--- src/rtl/arm_run_pkg.sv ---
// arm_run_pkg: shared run-state encoding and breakpoint index width for arm_run_ctrl.
package arm_run_pkg;
    typedef enum logic [1:0] {
        IDLE  = 2'd0,
        RUN   = 2'd1,
        PAUSE = 2'd2,
        DONE  = 2'd3
    } run_state_t;
    localparam int BP_IDX_W = 3;
endpackage

--- src/rtl/arm_run_ctrl_bp_match.sv ---
// bp_match: NUM_BP parallel PC comparators with a lowest-index priority encoder.
//   pc      - current program counter
//   bp_addr - packed breakpoint addresses, slot i at [i*PC_W +: PC_W]
//   bp_en   - per-slot enable
//   match   - any enabled slot equals pc
//   idx     - lowest matching slot (0 when no match)
module bp_match
    import arm_run_pkg::*;
#(
    parameter int PC_W   = 32,
    parameter int NUM_BP = 2
) (
    input  logic [PC_W-1:0]        pc,
    input  logic [NUM_BP*PC_W-1:0] bp_addr,
    input  logic [NUM_BP-1:0]      bp_en,
    output logic                   match,
    output logic [BP_IDX_W-1:0]    idx
);
    logic [NUM_BP-1:0] hit;
    for (genvar i = 0; i < NUM_BP; i++) begin : g_cmp
        assign hit[i] = bp_en[i] && (bp_addr[i*PC_W +: PC_W] == pc);
    end
    assign match = |hit;
    // Scan from the top so the lowest matching slot is written last.
    always_comb begin
        idx = '0;
        for (int i = NUM_BP - 1; i >= 0; i--) idx = hit[i] ? BP_IDX_W'(i) : idx;
    end
endmodule

--- src/rtl/arm_run_ctrl.sv ---
// arm_run_ctrl: run control (clock enable, breakpoints, halt, watchdog, pixel enable) for the ARM core.
//   clk_50Mhz_in - free-running system clock (never gated)
//   reset        - asynchronous active-low reset
//   start        - pulse, leaves IDLE; mode_step selects PAUSE instead of RUN
//   resume/step  - pulses acting in PAUSE
//   pc           - registered PC from the core
//   bp_addr/bp_en- breakpoint slots and enables
//   cpu_en       - core / data-memory clock enable
//   pix_en       - one-cycle pulse every PIX_DIV clocks
//   state, done, timeout, bp_hit, bp_idx, cycle_count - status
module arm_run_ctrl
    import arm_run_pkg::*;
#(
    parameter int PC_W    = 32,
    parameter int HALT_PC = 408,
    parameter int NUM_BP  = 2,
    parameter int CYC_W   = 24,
    parameter int TIMEOUT = 0,
    parameter int PIX_DIV = 2
) (
    input  logic                   clk_50Mhz_in,
    input  logic                   reset,
    input  logic                   start,
    input  logic                   mode_step,
    input  logic                   resume,
    input  logic                   step,
    input  logic [PC_W-1:0]        pc,
    input  logic [NUM_BP*PC_W-1:0] bp_addr,
    input  logic [NUM_BP-1:0]      bp_en,
    output logic                   cpu_en,
    output logic                   pix_en,
    output logic [1:0]             state,
    output logic                   done,
    output logic                   timeout,
    output logic                   bp_hit,
    output logic [BP_IDX_W-1:0]    bp_idx,
    output logic [CYC_W-1:0]       cycle_count
);
    localparam int PIX_W = $clog2(PIX_DIV);
    localparam logic [CYC_W-1:0] TO_LAST = CYC_W'(TIMEOUT - 1);
    run_state_t st, st_nx;
    logic halt_now, bp_any, bp_now, skip, skip_nx, hit_nx, to_nx;
    logic [BP_IDX_W-1:0] idx_w, idx_nx;
    logic [PIX_W-1:0] pix_cnt;
    bp_match #(.PC_W(PC_W), .NUM_BP(NUM_BP)) u_bp (
        .pc(pc), .bp_addr(bp_addr), .bp_en(bp_en), .match(bp_any), .idx(idx_w)
    );
    assign halt_now = pc > PC_W'(HALT_PC);
    assign bp_now   = bp_any && !skip;
    // Resume in the same cycle as step suppresses the step's enable.
    assign cpu_en = (st == RUN)   ? !halt_now && !bp_now :
                    (st == PAUSE) ? step && !resume && !halt_now : 1'b0;
    assign state  = st;
    assign done   = st == DONE;
    assign pix_en = pix_cnt == PIX_W'(PIX_DIV - 1);
    always_comb begin
        st_nx   = st;
        hit_nx  = bp_hit;
        idx_nx  = bp_idx;
        to_nx   = timeout;
        skip_nx = skip && !cpu_en;
        case (st)
            IDLE: st_nx = start ? (mode_step ? PAUSE : RUN) : IDLE;
            RUN: begin
                if (halt_now) begin
                    st_nx = DONE;
                end else if (bp_now) begin
                    st_nx  = PAUSE;
                    hit_nx = 1'b1;
                    idx_nx = idx_w;
                end else if (TIMEOUT != 0 && cycle_count == TO_LAST) begin
                    // cpu_en is high here, so the final instruction still runs.
                    st_nx = DONE;
                    to_nx = 1'b1;
                end
            end
            PAUSE: begin
                if (halt_now) begin
                    st_nx = DONE;
                end else if (resume) begin
                    st_nx   = RUN;
                    skip_nx = 1'b1;
                    hit_nx  = 1'b0;
                end else if (step) begin
                    hit_nx = 1'b0;
                end
            end
            default: st_nx = DONE;
        endcase
    end
    always_ff @(posedge clk_50Mhz_in or negedge reset) begin
        if (!reset) begin
            st          <= IDLE;
            skip        <= 1'b0;
            bp_hit      <= 1'b0;
            bp_idx      <= '0;
            timeout     <= 1'b0;
            cycle_count <= '0;
            pix_cnt     <= '0;
        end else begin
            st          <= st_nx;
            skip        <= skip_nx;
            bp_hit      <= hit_nx;
            bp_idx      <= idx_nx;
            timeout     <= to_nx;
            cycle_count <= (cpu_en && !(&cycle_count)) ? cycle_count + CYC_W'(1) : cycle_count;
            pix_cnt     <= pix_en ? '0 : pix_cnt + PIX_W'(1);
        end
    end
endmodule

--- config.mk ---
export PLATFORM = sky130hd
export DESIGN_NAME = arm_run_ctrl
export DESIGN_NICKNAME = d
export VERILOG_FILES = /design/src/rtl/arm_run_pkg.sv /design/src/rtl/arm_run_ctrl_bp_match.sv /design/src/rtl/arm_run_ctrl.sv
export SDC_FILE = /design/constraint.sdc
export NUM_CORES = 1
export LEC_CHECK = 0
export ABC_AREA = 0
export CAP_MARGIN = 20
export CORE_ASPECT_RATIO = 1.75
export CORE_MARGIN = 4
export CORE_UTILIZATION = 39
export CTS_CLUSTER_SIZE = 25
export DETAILED_ROUTE_END_ITERATION = 10
export GPL_TIMING_DRIVEN = 0
export PLACE_DENSITY = 0.91
export SLEW_MARGIN = 25
export SYNTH_ARGS = -nofsm -noshare
export SYNTH_HDL_FRONTEND = slang
export SYNTH_SLANG_ARGS = --single-unit
--- constraint.sdc ---
create_clock -name clk_50Mhz_in -period 2.9 [get_ports clk_50Mhz_in]
set_clock_uncertainty 0.05 [all_clocks]
set_input_delay 0.435 -clock clk_50Mhz_in [delete_from_list [all_inputs] [get_ports clk_50Mhz_in]]
set_output_delay 0.435 -clock clk_50Mhz_in [all_outputs]
set_load 0.01 [all_outputs]
# Word-level counts from Yosys, hierarchy flattened
# Cells that the tools add are included.
# W data, S select, Z words.
[word_totals]
register_bits = 32
output_inout_bits = 34
input_bits = 104
wordCells = 63
[classes]
muxes = 21
n_addsub = 2
bitwise = 1
reduce_logical = 21
n_lt_le_gt_ge = 1
n_eq_ne = 11
[op_table]
columns = ["op", "count"]
rows = [
  ["$eq A32 B32 Y1", 2],
  ["$gt A32 B9 Y1 const B", 1],
  ["$add A24 B1 Y24 const B", 1],
  ["$reduce_and A24 Y1", 1],
  ["$mux W1", 12],
  ["$mux W2", 6],
  ["$ne A3 B3 Y1 const B", 3],
  ["$logic_and A1 B1 Y1", 8],
  ["$logic_not A1 Y1", 6],
  ["$ne A2 B2 Y1 const B", 3],
  ["$pmux W2 S3", 1],
  ["$reduce_and A5 Y1", 1],
  ["$eq A2 B2 Y1 const B", 2],
  ["$mux W3", 1],
  ["$reduce_and A3 Y1", 1],
  ["$eq A2 B1 Y1 const B", 1],
  ["$logic_not A2 Y1", 1],
  ["$pmux W1 S2", 1],
  ["$reduce_and A2 Y1", 1],
  ["$reduce_bool A2 Y1", 1],
  ["$reduce_or A2 Y1", 1],
  ["$add A1 B1 Y1 const B", 1],
  ["$not A1 Y1", 1],
]

# Longest topological paths before layout
# Gate-level depths: netlist of the first run.
[depth]
word_depth = 12
mapped_depth = 9
depth_no_buf = 8

# Hierarchy
# From an unflattened synthesis of the first run, not the netlist that was laid out.
[hier_totals]
cells_unflattened = 267
hier_area_um2 = 2517.4
[by_module_without_submodules]
columns = ["module", "instances", "seq_area_each_um2", "cells_per_inst", "area_each_um2"]
rows = [
  ["arm_run_ctrl", 1, 800.8, 174, 1771.7],
  ["bp_match", 1, 0.0, 93, 745.7],
]

# Least setup slack after synthesis of the first run
# Ideal clock, no wire load.
[synth_path]
kind = "input to output"
start = "input pc[29]"
end = "output cpu_en"
arrival_time_ps = 1867
cell_stages = 7
path_slack_ps = 548
path_buffers = 0
required_ps = 2415
cell_sequence = "xor2_1 -> nor4_1 -> nand4_1 -> or4_1 -> nand2_1 -> o21a_1 -> nor2_1"
[synth_via]
elab_chain_cells = 7
[synth_lines]
columns = ["item", "line_no", "rtl"]
rows = [
  ["from (decl)", "arm_run_ctrl.sv:27", "input logic [PC_W-1:0] pc,"],
  ["branches (longest 6 deep; another with $gt A32 B9 Y1)", "-", ""],
  ["$mux W1 *", "arm_run_ctrl.sv:51", "assign cpu_en = (st == RUN) ? !halt_now && !bp_now :"],
  ["to (decl)", "arm_run_ctrl.sv:30", "output logic cpu_en,"],
]
# Every way passes the cells marked *.

# Worst setup path in the final report of the first run
[layout_path]
start = "input bp_addr[44]"
end = "output cpu_en"
[layout_via]
elab_chain_cells = 7
[layout_lines]
columns = ["item", "line_no", "rtl"]
rows = [
  ["from (decl)", "arm_run_ctrl.sv:28", "input logic [NUM_BP*PC_W-1:0] bp_addr,"],
  ["$eq A32 B32 Y1", "arm_run_ctrl_bp_match.sv:21", "assign hit[i] = bp_en[i] && (bp_addr[i*PC_W +: PC_W] == pc);"],
  ["$logic_and A1 B1 Y1", "arm_run_ctrl_bp_match.sv:21", ""],
  ["$reduce_or A2 Y1", "arm_run_ctrl_bp_match.sv:23", "assign match = |hit;"],
  ["$logic_and A1 B1 Y1", "arm_run_ctrl.sv:49", "assign bp_now = bp_any && !skip;"],
  ["$logic_not A1 Y1", "arm_run_ctrl.sv:51", ""],
  ["$logic_and A1 B1 Y1", "arm_run_ctrl.sv:51", ""],
  ["$mux W1", "arm_run_ctrl.sv:51", ""],
]
# Every way passes these cells.

==> results of run 1 <==
==> logic make-up after synthesis <==
logic type               synth area share
AO/OA/AOI/OAI                      0.0651
XOR/XNOR                            0.304
AND/OR/NAND/NOR                     0.276
adder cells (fa/ha/maj)           0.00517
buffers and inverters              0.0336
flip-flops                          0.310
other                             0.00155
multiplexers                      0.00465
==> routing by layer <==
metal | part of all wire | GRT usage
met3 | 0.11 | 0.0761
met2 | 0.52 | 0.433
met5 | 0 | 0
met1 | 0.32 | 0.217
met4 | 0.053 | 0.125
==> cells in the mapped netlist (all sizes together) <==
| master | n | area share |
|---|---|---|
| or4 | 1 | 0.0031 |
| nand2 | 19 | 0.029 |
| nor3b | 3 | 0.013 |
| a21boi | 1 | 0.0031 |
| o311a | 1 | 0.0041 |
| o21ai | 5 | 0.010 |
| and4 | 2 | 0.0072 |
| nor3 | 14 | 0.035 |
| nand3 | 11 | 0.023 |
| a31oi | 1 | 0.0026 |
| nor4b | 1 | 0.0062 |
| dfrtp | 30 | 0.31 |
| inv | 6 | 0.0093 |
| nand2b | 3 | 0.0078 |
| ha | 1 | 0.0052 |
| a2bb2oi | 2 | 0.0072 |
| nor2 | 10 | 0.016 |
| o31ai | 1 | 0.0031 |
| o41ai | 1 | 0.0036 |
| conb | 1 | 0.0015 |
| a211o | 1 | 0.0036 |
| o311ai | 1 | 0.0036 |
| mux2 | 1 | 0.0047 |
| buf | 8 | 0.024 |
| nand4 | 13 | 0.034 |
| xnor2 | 33 | 0.12 |
| xor2 | 51 | 0.18 |
| a2111oi | 1 | 0.0036 |
| nor4 | 22 | 0.081 |
| and3 | 6 | 0.016 |
| o21a | 2 | 0.0062 |
| a21oi | 6 | 0.014 |
| and2 | 2 | 0.0052 |
==> critical path: stages <==
cell and delay (ps):
clkdlybuf4s15_1 210, xor2_2 170, nor4_2 340, nand4_1 200
or4_4 590, nand2_4 90, o21a_1 150, nor2_1 50
buf_2 140
==> flip-flops by register name, indices dropped and copies added (netlist names) <==
signal	flops
skip	1
bp_hit	1
pix_en	1
cycle_count	24
bp_idx	1
state	2
==> where the power goes <==
part	leakage, nW	total, mW	switching [mW]	internal (mW)
Clock	0.0579	0.413	0.161	0.252
Combinational	1.43	0.279	0.120	0.158
Sequential	0.394	0.418	0.0000000986	0.418
Total	1.88	1.11	0.281	0.829
==> per-stage QoR <==
step	instances	TNS [ps]	hold slack [ps]	util
final	496	0	132	0.696
after global routing	495	-31.9	206	0.695
after global placement	475	-7740	360	0.648
after CTS	494	0	152	0.679
after floorplan	263	0	89.4	-
after detailed placement	475	-9410	362	0.647
==> cell type report <==
cell class	count	area, µm²	share of cell area
Antenna cell	1	2.50	0.000602
Buffer	8	58.8	0.0142
Clock buffer	5	68.8	0.0166
Clock inverter	3	40.0	0.00964
Inverter	6	22.5	0.00542
Multi-Input combinational cell	219	1730	0.417
Sequential cell	30	751	0.181
Tap cell	78	97.6	0.0235
Timing Repair Buffer	146	1380	0.333
==> worst paths after layout <==
path                                          endpoint  slack (ps)  depth (start not counted)
max reg2reg                cycle_count[23]$_DFFE_PN0P_         480                          9
max in group asynchronous  cycle_count[18]$_DFFE_PN0P_        2240                          1
min                                   pix_en$_DFF_PN0_         130                          1
min in group clk_50Mhz_in             pix_en$_DFF_PN0_         370                          1
max                                             cpu_en          30                          9
min reg2reg                           pix_en$_DFF_PN0_         370                          1
==> what timing repair did <==
action / 4_1_cts / 5_1_grt
pin swaps: 14 / 13
endpoints found under the setup margin: 21 / 20
gates resized for setup: 56 / 56
buffers inserted: 11 / 2
==> impl_metrics.yaml, run 1 <==
status:
  status: "finished clean"
critical_path:
  critPathLaunchType: "primary input"
  required_ps: 2410
  worstPathArrival_ps: 2380
  r2r_start: "cycle_count[0]$_DFFE_PN0P_"
  worst_setup_path_end_kind: "output port"
  timing.critical_path.from: "bp_addr[44]"
  setup.worst_path.class: "primary input to output port"
  cp_max_fo: 2
cells_and_area:
  final_common_cell: "clkdlybuf4s50_1"
  design.final.nets: 521
  stdcell_area_mm2: 0.00415
  final.fill_count: 435
  areaGrowthSynthToFinish_pct: 71.6
  layout_cell_share_with_drive_strength_beyond_1: 0.180
  layout_common_cells: "75 x clkdlybuf4s50_1, 44 x xor2_1, 33 x xnor2_1, 30 x dfrtp_1, 22 x dlygate4sd2_1"
place:
  dp_worst_setup_slack_ps: -875
  place.detailed.hpwl_mm: 7.37
  gp_congestion: 0.866
  placed_area_mm2: 0.00386
  io_buffers: 134
die:
  floorplan.die.width_um: 67.6
  die_h_um: 112
  dieArea_mm2: 0.00758
  std_cell_rows: 37
  ios: 138
  core-area_mm2: 0.00597
  floorplan.initialDensity: 0.405
cts:
  cts-buffers-inserted: 5
  cts_tree: "built"
  h_tree_depth_reported_by_cts: 2
  ctsLongestPathBuffers: 2
  clock_tree.root_cell: "clkbuf_8"
  clk-insertion-delay-late_ps: 280
  cts-hold-fix-buffers: 0
  path_clk_slew_ps: 60
  cts_sinks: 30
route:
  routed-via-count: 2695
  drc: 0
  ant_nets: 0
  avgRoutedWirePerCell_um: 18.8
  post_drt_via_cell_ratio: 5.43
  drt_first_iter_violations: 192
  drtPass1Iterations: 4
  wl_mm: 9.31
yosys:
  netlist_instances: 261
  post_synth_instance_area_mm2: 0.00242
  netlist-cell-type-count: 40
  ys_seq_area_frac: 0.310
  synth-warning-count: 0
  synth.ff_latch_count: 30
  synth.avg_cell_area_um2: 9.28
timing:
  fmax_ghz: 0.349
  timing.final.crit_share: 0.988
  final_hold_viol_count: 0
  fin_crit_ps: 2870
  fin_ws_ps: 34.4
  report.final.slew_viol_count: 0
  report.final.setup_viol: 0
  timing.max_slew.rel_slack: 0.557
  worst-slew-pin-transition_ps: 665
grt:
  grt_first_pass_wirelength_mm: 13.4
  grt_remaining_overflow: 0
  number_of_global_route_vias_before_repair: 2854
  track_usage: 0.236
  grt_antenna_before_repair: 1
  maximum_number_of_pins_on_one_net_before_global_route_repair: 31
pwr:
  ir_drop_uv: 214
  cellPowerDensity_mw_per_mm2: 267
  overall_power_mw: 1.11
  power_leakage_nw: 1.88
hold_path:
  holdCritPathClass: "primary input to async pin"
flow_run:
  maxCapViolCount: 0
Power figures use the tool's default switching activity.
==> run 2, diff against run 1 <==
--- a/config.mk
+++ b/config.mk
@@ -14,7 +14,6 @@
 export DETAILED_ROUTE_END_ITERATION = 10
 export GPL_TIMING_DRIVEN = 0
 export PLACE_DENSITY = 0.91
-export SLEW_MARGIN = 25
 export SYNTH_ARGS = -nofsm -noshare
 export SYNTH_HDL_FRONTEND = slang
 export SYNTH_SLANG_ARGS = --single-unit
==> constraint.sdc (replaced) <==
create_clock -name clk_50Mhz_in -period 2.9 [get_ports clk_50Mhz_in]
set_clock_uncertainty 0.05 [all_clocks]
set_input_delay 0.29 -clock clk_50Mhz_in [delete_from_list [all_inputs] [get_ports clk_50Mhz_in]]
set_output_delay 0.29 -clock clk_50Mhz_in [all_outputs]
set_load 0.01 [all_outputs]
==> impl_metrics.yaml, run 2 (synthesized netlist as in run 1, its figures left out) <==
cells_and_area:
  areaGrowthSynthToFinish_pct: 69.4
  largest_register_ff_count: 24
  final_common_cell: "clkdlybuf4s50_1"
  max_flop_register: "cycle_count"
  design.final.nets: 518
  antenna-diode-count: 0
  post-route-util: 0.687
  layout_cell_share_with_drive_strength_beyond_1: 0.123
  layout_common_cells: "111 x clkdlybuf4s50_1, 51 x xor2_1, 33 x xnor2_1, 30 x dfrtp_1, 20 x dlygate4sd2_1"
timing:
  grt_setup_unrepaired: "true"
  timing.max_slew.rel_slack: 0.509
  hold-worst-slack_ps: 370
  worst-slew-pin-transition_ps: 734
  timing.final.crit_share: 0.977
  report.final.slew_viol_count: 0
  fin_ws_ps: 66.0
  fmax_ghz: 0.353
  final_hold_viol_count: 0
  fin_crit_ps: 2830
  report.final.setup_viol: 0
grt:
  number_of_global_route_vias_before_repair: 2776
  grt_first_pass_wirelength_mm: 13.6
  grt_antenna_before_repair: 0
  track_usage: 0.237
  grt_remaining_overflow: 0
  maximum_number_of_pins_on_one_net_before_global_route_repair: 18
critical_path:
  worstPathArrival_ps: 2990
  setup.worst_path.class: "primary input to flop"
  cp_common_cell: "buf_4"
  max_stage_delay_ps: 580
  cp_max_fo: 4
  cp_top_family: "simple AND/OR/NAND/NOR gates"
  critical_path.cell_chain: "clkdlybuf4s50_1 > xor2_1 > nor4_2 > nand4_1 > or4_4 > nand2_4 > o21a_1 > buf_4 > buf_4 > buf_4 > buf_4 > buf_4 > buf_4 > a2bb2oi_2"
  worst_path_max_delay_cell: "or4_4"
  required_ps: 3060
  worst_setup_path_end_kind: "flop"
  worst-path-buf-inv: 7
  critPathLaunchType: "primary input"
pwr:
  cellPowerDensity_mw_per_mm2: 272
  ir_drop_uv: 220
  power_leakage_nw: 1.71
die:
  die_h_um: 112
  floorplan.die.width_um: 67.6
  std_cell_rows: 37
  ios: 138
  floorplan.initialDensity: 0.405
  core-area_mm2: 0.00597
  dieArea_mm2: 0.00758
flow_run:
  maxCapViolCount: 0
route:
  routed-via-count: 2668
  drt_first_iter_violations: 191
  post_drt_via_cell_ratio: 5.42
  wl_mm: 8.77
  avgRoutedWirePerCell_um: 17.8
  drtPass1Iterations: 5
  ant_nets: 0
  drc: 0
cts:
  ctsLongestPathBuffers: 2
  h_tree_depth_reported_by_cts: 2
  cts_sinks: 30
  clk-insertion-delay-late_ps: 280
  cts-hold-fix-buffers: 0
  cts_tree: "built"
  path_clk_slew_ps: 70
  cts-buffers-inserted: 5
  clock_tree.root_cell: "clkbuf_8"
hold_path:
  holdCritPathClass: "flop to flop"
place:
  io_buffers: 134
  place.detailed.hpwl_mm: 7.42
  dp_worst_setup_slack_ps: -597
  gp_congestion: 0.866
status:
  status: "finished clean"
[run 2: cell types whose count changed in the layout (fill, tap and decap cells not counted), sizes merged]
cell / previous run / this run
buf: 22 / 17
clkbuf: 16 / 6
clkdlybuf4s15: 7 / 0
clkdlybuf4s50: 75 / 111
diode: 1 / 0
dlygate4sd2: 22 / 20
dlymetal6s2s: 17 / 2
[run 2: metrics by stage]
step	setup TNS, ps	total power [mW]	instances	cell area, µm²
after floorplan	0	0.508	263	2430
after global placement	-4030	0.700	475	3870
after detailed placement	-5720	0.711	476	3890
after CTS	0	1.12	492	4070
after global routing	-29.2	1.15	492	4100
final	0	1.11	492	4100
[run 2: routing by layer]
layer / vias to the layer above / GRT usage / routed length (µm)
li1: 1232 / - / -
met1: 1224 / 0.234 / 2870
met2: 184 / 0.441 / 4580
met3: 28 / 0.0721 / 980
met4: 0 / 0.0881 / 331
met5: - / 0 / 0
[run 2: final cells by class]
| cell class | count | area (µm²) |
|---|---|---|
| fillers | 441 | 1870 |
| multi-input cells | 219 | 1660 |
| repair buffers | 143 | 1400 |
| flip-flops and latches | 30 | 751 |
| well taps | 78 | 97.6 |
| clock buffers | 5 | 68.8 |
| plain buffers | 8 | 58.8 |
| clock inverters | 3 | 40.0 |
| inverters | 6 | 22.5 |
[run 2: path summary, 6_finish.rpt]
| path | startpoint | endpoint | slack, ps | cells past startpoint |
|---|---|---|---|---|
| max reg2reg | cycle_count[0]$_DFFE_PN0P_ | cycle_count[11]$_DFFE_PN0P_ | 450 | 9 |
| min | pix_en$_DFF_PN0_ | pix_en$_DFF_PN0_ | 370 | 1 |
| max in group asynchronous | reset | cycle_count[23]$_DFFE_PN0P_ | 1870 | 2 |
| min in group asynchronous | reset | cycle_count[6]$_DFFE_PN0P_ | 400 | 1 |
| max | bp_addr[44] | skip$_DFF_PN0_ | 70 | 14 |
| min reg2reg | pix_en$_DFF_PN0_ | pix_en$_DFF_PN0_ | 370 | 1 |
[run 2: repair_timing]
action                                  CTS  global route
buffers inserted                          8             0
endpoints found under the setup margin    1             4
pin swaps                                11             8
resized for setup                        28             9
[run 2: report_power, final]
group	leakage, nW	switching, mW	internal [mW]
Clock	0.0579	0.159	0.252
Combinational	1.26	0.112	0.173
Sequential	0.394	0.0000000958	0.418
Total	1.71	0.271	0.843
